===== config.mk =====
export PLATFORM = sky130hd
export DESIGN_NAME = mul16_seq_ctrl
export DESIGN_NICKNAME = d
export VERILOG_FILES = /design/src/rtl/mul16_seq_ctrl.sv
export SDC_FILE = /design/constraint.sdc
export NUM_CORES = 1
export LEC_CHECK = 0
export CORE_ASPECT_RATIO = 0.8
export CORE_MARGIN = 2
export CORE_UTILIZATION = 45
export CTS_CLUSTER_DIAMETER = 200
export CTS_CLUSTER_SIZE = 20
export DETAILED_ROUTE_END_ITERATION = 16
export MAX_ROUTING_LAYER = met4
export PLACE_DENSITY = 0.71
export SLEW_MARGIN = 20
export SYNTH_ARGS = -nofsm -noshare
export SYNTH_HDL_FRONTEND = slang
export SYNTH_SLANG_ARGS = --single-unit

===== constraint.sdc =====
create_clock -name clk -period 19.2 [get_ports clk]
set_clock_uncertainty 0.1 [all_clocks]
set_input_delay 1.92 -clock clk [delete_from_list [all_inputs] [get_ports clk]]
set_output_delay 1.92 -clock clk [all_outputs]
set_load 0.005 [all_outputs]

===== src/rtl/mul16_seq_ctrl.sv =====
// 16x16 unsigned sequential multiplier: one 8x8 array multiplier is reused over
// four cycles, with a valid/ready handshake on both the operand and product sides.

module array8 (
   input  logic [7:0]  i_a,
   input  logic [7:0]  i_b,
   output logic [15:0] o_c
);

   // Classic shift-and-add array: one row per multiplier bit.
   always_comb begin
      o_c = '0;
      for (int i = 0; i < 8; i++) begin
         if (i_b[i]) begin
            o_c = o_c + ({8'd0, i_a} << i);
         end
      end
   end

endmodule

module mul16_seq_ctrl (
   input  logic        clk,
   input  logic        rst,
   input  logic        in_valid,
   output logic        in_ready,
   input  logic [15:0] a,
   input  logic [15:0] b,
   output logic        out_valid,
   input  logic        out_ready,
   output logic [31:0] p,
   output logic        busy,
   output logic [7:0]  done_cnt
);

   typedef enum logic [1:0] {
      IDLE = 2'd0,
      MUL  = 2'd1,
      DONE = 2'd2
   } state_t;

   state_t      r_state;
   state_t      w_nextState;
   logic [1:0]  r_step;
   logic [15:0] r_opA;
   logic [15:0] r_opB;
   logic [31:0] r_acc;
   logic [31:0] r_p;
   logic [7:0]  r_doneCnt;

   logic [7:0]  w_mulA;
   logic [7:0]  w_mulB;
   logic [15:0] w_mulC;
   logic [31:0] w_ppShifted;
   logic [31:0] w_accNext;

   // Step bit 0 picks the multiplicand half, bit 1 the multiplier half:
   // 0 -> aL*bL, 1 -> aH*bL, 2 -> aL*bH, 3 -> aH*bH.
   assign w_mulA = r_step[0] ? r_opA[15:8] : r_opA[7:0];
   assign w_mulB = r_step[1] ? r_opB[15:8] : r_opB[7:0];

   array8 u_array8 (
      .i_a (w_mulA),
      .i_b (w_mulB),
      .o_c (w_mulC)
   );

   always_comb begin
      w_ppShifted = {16'd0, w_mulC};
      case (r_step)
         2'd0:    w_ppShifted = {16'd0, w_mulC};
         2'd1,
         2'd2:    w_ppShifted = {8'd0, w_mulC, 8'd0};
         2'd3:    w_ppShifted = {w_mulC, 16'd0};
         default: w_ppShifted = {16'd0, w_mulC};
      endcase
   end

   assign w_accNext = r_acc + w_ppShifted;

   always_ff @(posedge clk or posedge rst) begin
      if (rst) begin
         r_state <= IDLE;
      end else begin
         r_state <= w_nextState;
      end
   end

   always_comb begin
      w_nextState = r_state;
      case (r_state)
         IDLE:    if (in_valid) w_nextState = MUL;
         MUL:     if (r_step == 2'd3) w_nextState = DONE;
         DONE:    if (out_ready) w_nextState = IDLE;
         default: w_nextState = IDLE;
      endcase
   end

   always_comb begin
      in_ready  = 1'b0;
      out_valid = 1'b0;
      busy      = 1'b1;
      case (r_state)
         IDLE: begin
            in_ready = 1'b1;
            busy     = 1'b0;
         end
         DONE:    out_valid = 1'b1;
         default: ;
      endcase
   end

   // The product register only changes on the final step, so p holds the
   // previous result through IDLE and MUL of the next operation.
   always_ff @(posedge clk or posedge rst) begin
      if (rst) begin
         r_step    <= 2'd0;
         r_opA     <= '0;
         r_opB     <= '0;
         r_acc     <= '0;
         r_p       <= '0;
         r_doneCnt <= '0;
      end else begin
         case (r_state)
            IDLE: begin
               if (in_valid) begin
                  r_opA  <= a;
                  r_opB  <= b;
                  r_acc  <= '0;
                  r_step <= 2'd0;
               end
            end
            MUL: begin
               r_acc  <= w_accNext;
               r_step <= r_step + 2'd1;
               if (r_step == 2'd3) begin
                  r_p <= w_accNext;
               end
            end
            DONE: begin
               if (out_ready) begin
                  r_doneCnt <= r_doneCnt + 8'd1;
               end
            end
            default: ;
         endcase
      end
   end

   assign p        = r_p;
   assign done_cnt = r_doneCnt;

endmodule


# == Yosys cells after proc, flatten, opt, wreduce, memory -nomap -nowiden ==
# Cells that the tools add are included.
# op_classes
bitwise_logic,0
add_sub_neg,10
n_lt_le_gt_ge,0
reduce_logical,9
multipliers,0
mux,22
n_shift,0
n_eq_ne,8
div_mod_pow,0
# ops
operator,count
$mux 16,7
$pmux 32 s3,1
$pmux 32 s2,1
$add 32x32->32,1
$mux 32,1
$mux 8,3
$add 16x10->16,1
$add 16x11->16,1
$add 16x12->16,1
$add 16x13->16,1
$add 16x14->16,1
$add 16x15->16,1
$add 16x9->16,1
$add 8x1->8 const B,1
$mux 2,4
$reduce_and 2->1,4
$eq 2x2->1 const B,3
$ne 2x2->1 const B,3
$pmux 2 s3,1
$eq 2x1->1 const B,2
$logic_not 2->1,2
$pmux 2 s2,1
$mux 1,3
$reduce_and 3->1,1
other kinds (3),3
# word_totals
ramBits,0
ff_bits,108
n_memories,0
elab_cells,56
input_bits,36
romBits,0
latch_bits,0

# == Depth between registers and ports, before layout ==
# depth
word_depth,19
depth_mapped,62
depth_no_buf,60

# == Cells and area by module ==
# Synthesis repeated with hierarchy kept, for this count alone.
# unflattened
cells_unflattened,1173
hier_area_um2,9502.9
# modules_own_cells
module,seq_area_each_um2,cells_each,instances,area_each_um2
mul16_seq_ctrl,2702.6,728,1,6302.3
array8,0.0,445,1,3200.6

# == Worst setup path after synthesis ==
# OpenSTA, ideal clock, no wires.
# synth_path
kind,reg-to-reg
startpoint,register r_step[0]
endpoint,"register r_p[28], in the netlist p[28]"
setup_ns,0.069
arrival_time_ns,11.626
setup_slack_ns,7.405
synth_period_minus_slack_ns,11.795
path_buffers,1
stages_incl_launch_ff,57
cell_sequence,dfrtp_1 -> buf_6 -> mux2i_1 -> inv_1 -> xnor2_1 -> ha_1 -> nor3_1 -> o41ai_1 -> mux2i_1 -> and2_1 -> ha_1 -> a21o_1 -> a221oi_1 -> xor2_1 -> nor2_1 -> a31oi_1 -> o31ai_1 -> ha_1 -> (+21 left out) -> ha_1 -> o21ai_0 -> a21boi_0 -> o21ai_0 -> a21boi_0 -> o21a_1 -> o21ai_0 -> o2bb2ai_1 -> ha_1 -> a21o_1 -> nor2_1 -> o21ai_0 -> a221oi_1 -> nor3b_1 -> a211oi_1 -> a2111o_1 -> a211o_1 -> nand3_1
# synth_between
elab_chain_cells,18
word_cells_on_any_way,24
classes_between,8 x add/sub; 3 x eq/ne; 10 x mux; 3 x reduce/logical
# synth_rtl
element,line,source
from (decl),44,logic [1:0] r_step;
from (signal assigned),135,r_step <= r_step + 2'd1;
$mux 8,59,assign w_mulA = r_step[0] ? r_opA[15:8] : r_opA[7:0];
$mux 8,14,if (i_b[i]) begin
$add 16x9->16,15,"o_c = o_c + ({8'd0, i_a} << i);"
$mux 16,14,
$add 16x10->16,15,
$mux 16,14,
$add 16x11->16,15,
$mux 16,14,
(+2 left out),--,
$add 16x13->16,15,
$mux 16,14,
$add 16x14->16,15,
$mux 16,14,
$add 16x15->16,15,
$mux 16,14,
$pmux 32 s3,70,case (r_step)
$add 32x32->32,79,assign w_accNext = r_acc + w_ppShifted;
to (signal assigned),137,r_p <= w_accNext;
to (decl),48,logic [31:0] r_p;
# Parallel ways exist; a longest one is shown, timed or not.
# A chain may end at the register's enable or synchronous reset.

# == Final worst setup path ==
# layout_path
startpoint,register r_step[1]
endpoint,register r_acc[31]
# layout_between
elab_chain_cells,19
word_cells_on_any_way,24
classes_between,8 x add/sub; 3 x eq/ne; 11 x mux; 2 x reduce/logical
# layout_rtl
element,line,source
$mux 8,60,assign w_mulB = r_step[1] ? r_opB[15:8] : r_opB[7:0];
$mux 8,14,
$add 16x9->16,15,
$mux 16,14,
$add 16x10->16,15,
$mux 16,14,
$add 16x11->16,15,
$mux 16,14,
(+3 left out),--,
$mux 16,14,
$add 16x14->16,15,
$mux 16,14,
$add 16x15->16,15,
$mux 16,14,
$pmux 32 s3 (*),70,
$add 32x32->32 (*),79,
$pmux 32 s2 (*),124,case (r_state)
to (signal assigned),134,r_acc <= w_accNext;
to (decl),47,logic [31:0] r_acc;
# Mark *: on every way between the ends. The rest lies on a longest branch, timed or not.

==> summary.txt <==
Drt
  – Detailed-route via count: 8621
  – DR WL/cell: 16.61 um
  – Initial DRC Count: 731
  – Via-per-instance ratio: 5.721
  – Antenna Nets Post-Route: 0
  – # DRC: 0
  – First-pass iteration count of the detailed router: 5
  – WL final: 25030 um

Logic synthesis
  – Count leader, synth: nand2_1
  – Area leader, netlist: dfrtp_1
  – Largest family of logic cells by synthesized area: compound AO/OA/AOI/OAI gates
  – Seq cells post-synth: 108
  – Distinct cells, synth: 73
  – Sequential element share of the synthesized area: 0.2885
  – Top post-synthesis cells by area: dfrtp_1 (29%), ha_1 (12%), nand2_1 (8.3%)
  – Simple-Gate Fraction of Synth Area: 0.2049
  – Compound-Gate Fraction of Synth Area: 0.2262
  – Post-synth net total: 1308
  – Post-synthesis xor/xnor area fraction: 0.05048
  – Cell area after synthesis: 9369 um^2
  – Post-synth top flop: dfrtp_1
  – Syn Area/Cell: 7.960 um^2
  – Adder-cell share of the synthesized area: 0.1325
  – Synth top cells by count: nand2_1 (208), o21ai_0 (119), dfrtp_1 (108)
  – Async SR Flop Fraction: 1.000
  – Syn Inst Count: 1177
  – Yosys Warn Count: 0
  – Mux cell area share after synthesis: 0.05075
  – Yosys top cell area share: 0.2885
  – Post-synth EDFFs: 0

Clocking
  – Worst-skew pair later-pin latency: 0.37 ns
  – TritonCTS Sinks: 108
  – Root Buffer: clkbuf_16
  – CTS tree: built
  – Post-CTS Hold Fix Bufs: 0
  – Clock Path Buffers: 2
  – Worst-path clk slew: 0.07 ns
  – H-tree Lvls: 3
  – Post-CTS setup buffer count: 0
  – Post-cts gate resize count: 0
  – Total CTS buffers: 9

Outcome
  – Outcome: complete, no violations

Worst setup path
  – Worst Setup Start Kind: flip-flop
  – Kind of critical path: flip-flop to flip-flop
  – RR Endpoint: r_acc[31]
  – CP max stage delay: 0.86 ns
  – R2R setup slack: 5.99 ns
  – FF-to-FF path depth: 54
  – Crit path capture type: flip-flop
  – CP max FO: 17
  – Slowest cell on crit path: dfrtp_1
  – Crit path arrival time: 13.33 ns
  – Worst r2r src: r_step[1]
  – CP required: 19.32 ns
  – Critical Path Source: r_step[1]
  – Most used cell, CP: ha_1

STA
  – Max Freq: 0.07572 GHz
  – Min Tclk post-route: 13.21 ns
  – Worst Tran Pin Value: 0.9712 ns
  – Final hold vios: 0
  – Setup Viol. Count Final: 0
  – WHS: 0.3769 ns
  – Slew Viols, Final: 0
  – Sum Neg Setup Slack: 0 ns
  – RSZ-0062 raised after global routing: false
  – Slew margin rel.: 0.3512
  – Post-route clock period utilization: 0.6879

Floorplan
  – Die W: 165.3 um
  – IO Pins: 79
  – Chip Height: 133.1 um
  – Starting Density: 0.4552
  – # rows: 47
  – Core area: 20580 um^2
  – Full die area: 22000 um^2

Hold path
  – Hold path start: r_opB[11]
  – Hold/Removal Path Class: flip-flop to flip-flop
  – Min-Delay Endpoint: r_opB[11]
  – Hold Crit Depth: 2

Global route
  – Initial antenna violation count: 0
  – GRT Overall Usage: 0.2450
  – Vias in the first global route: 8122
  – First-pass GRT wire length: 41900 um
  – Grt ovf: 0
  – Largest net degree at the start of global routing: 64

Placement
  – RD Place Congestion: 0.9504
  – Post-DP HPWL: 19050 um
  – # port buffers: 78

Job
  – Max-cap violations: 0

Layout
  – Layout cells sized above 1: 0.05493
  – Fin nets: 1364
  – # diodes: 0
  – Area Overhead vs Synth: 14.33%
-- metal layers --
metal,GRT usage,share of wire,vias to the layer above
li1,-,-,4302
met1,0.3610,0.51,4052
met2,0.3461,0.42,236
met3,0.03511,0.054,31
met4,0.07615,0.022,0
met5,-,0,-
-- state kept, by name, indices dropped and copies added (netlist names) --
signal,flops
r_step,2
r_opB,16
done_cnt,8
r_state,2
p,32
r_acc,32
r_opA,16
-- cell usage in the layout, fill, tap and decap left out, types with 8 or more instances in the layout --
master / n
nand2_1: 206
o21ai_0: 119
dfrtp_1: 108
ha_1: 88
nor2_1: 81
clkdlybuf4s50_1: 78
a21oi_1: 73
inv_1: 61
nand3_1: 53
xnor2_1: 37
mux2i_1: 21
a21o_1: 20
nor3_1: 20
o31ai_1: 18
xor2_1: 17
nor2b_1: 13
a31oi_1: 13
mux2_2: 13
nand2b_1: 12
buf_4: 11
o21a_1: 10
o211ai_1: 10
and2_1: 10
clkbuf_16: 9
a211oi_1: 8
a21boi_0: 8
and3_1: 8
-- worst max-delay path, delay by kind of cell (launching register included) --
kind	cells	cell delay, ns
AND/OR/NAND/NOR	9	1.52
adder cells (fa/ha/maj)	8	2.40
buffers and inverters	2	0.15
XOR/XNOR	5	0.86
AO/OA/AOI/OAI	29	6.51
flip-flops	1	0.86
multiplexers	1	0.62
-- logic make-up after synthesis --
family                   Yosys count
AO/OA/AOI/OAI                    339
XOR/XNOR                          54
adder cells (fa/ha/maj)           95
buffers and inverters            108
flip-flops                       108
multiplexers                      40
AND/OR/NAND/NOR                  433
-- area by class of cell --
type / count / area, um^2
clock buffer: 9 / 225.2
clock inverter: 7 / 92.59
fill: 1983 / 9871
inverter: 64 / 250.2
multi-input combinational: 961 / 6241
sequential: 108 / 2703
tap: 269 / 336.6
timing repair buffer: 89 / 863.3
-- per-stage QoR --
step	setup slack [ns]	util	instances	instance area (um^2)
2_1_floorplan	7.405	-	1177	9369
3_3_place_gp	6.826	0.5047	1491	10390
3_5_place_dp	6.256	0.5047	1491	10390
4_1_cts	6.227	0.5202	1507	10710
5_1_grt	4.301	0.5204	1507	10710
6_report	5.993	0.5204	1507	10710
-- how the worst max path moves through the flow --
| stage | slack (ns) | to | cells past startpoint |
|---|---|---|---|
| floorplan | 7.40 | p[28] | 56 |
| global placement | 6.83 | p[29] | 54 |
| CTS | 6.23 | r_acc[31] | 55 |
| detailed placement | 6.26 | r_acc[31] | 55 |
| global route | 4.30 | r_acc[31] | 55 |
| finish | 5.99 | r_acc[31] | 54 |
Power is not shown: default switching activity piles up to over one toggle a cycle in this logic, so the estimate is an artifact.
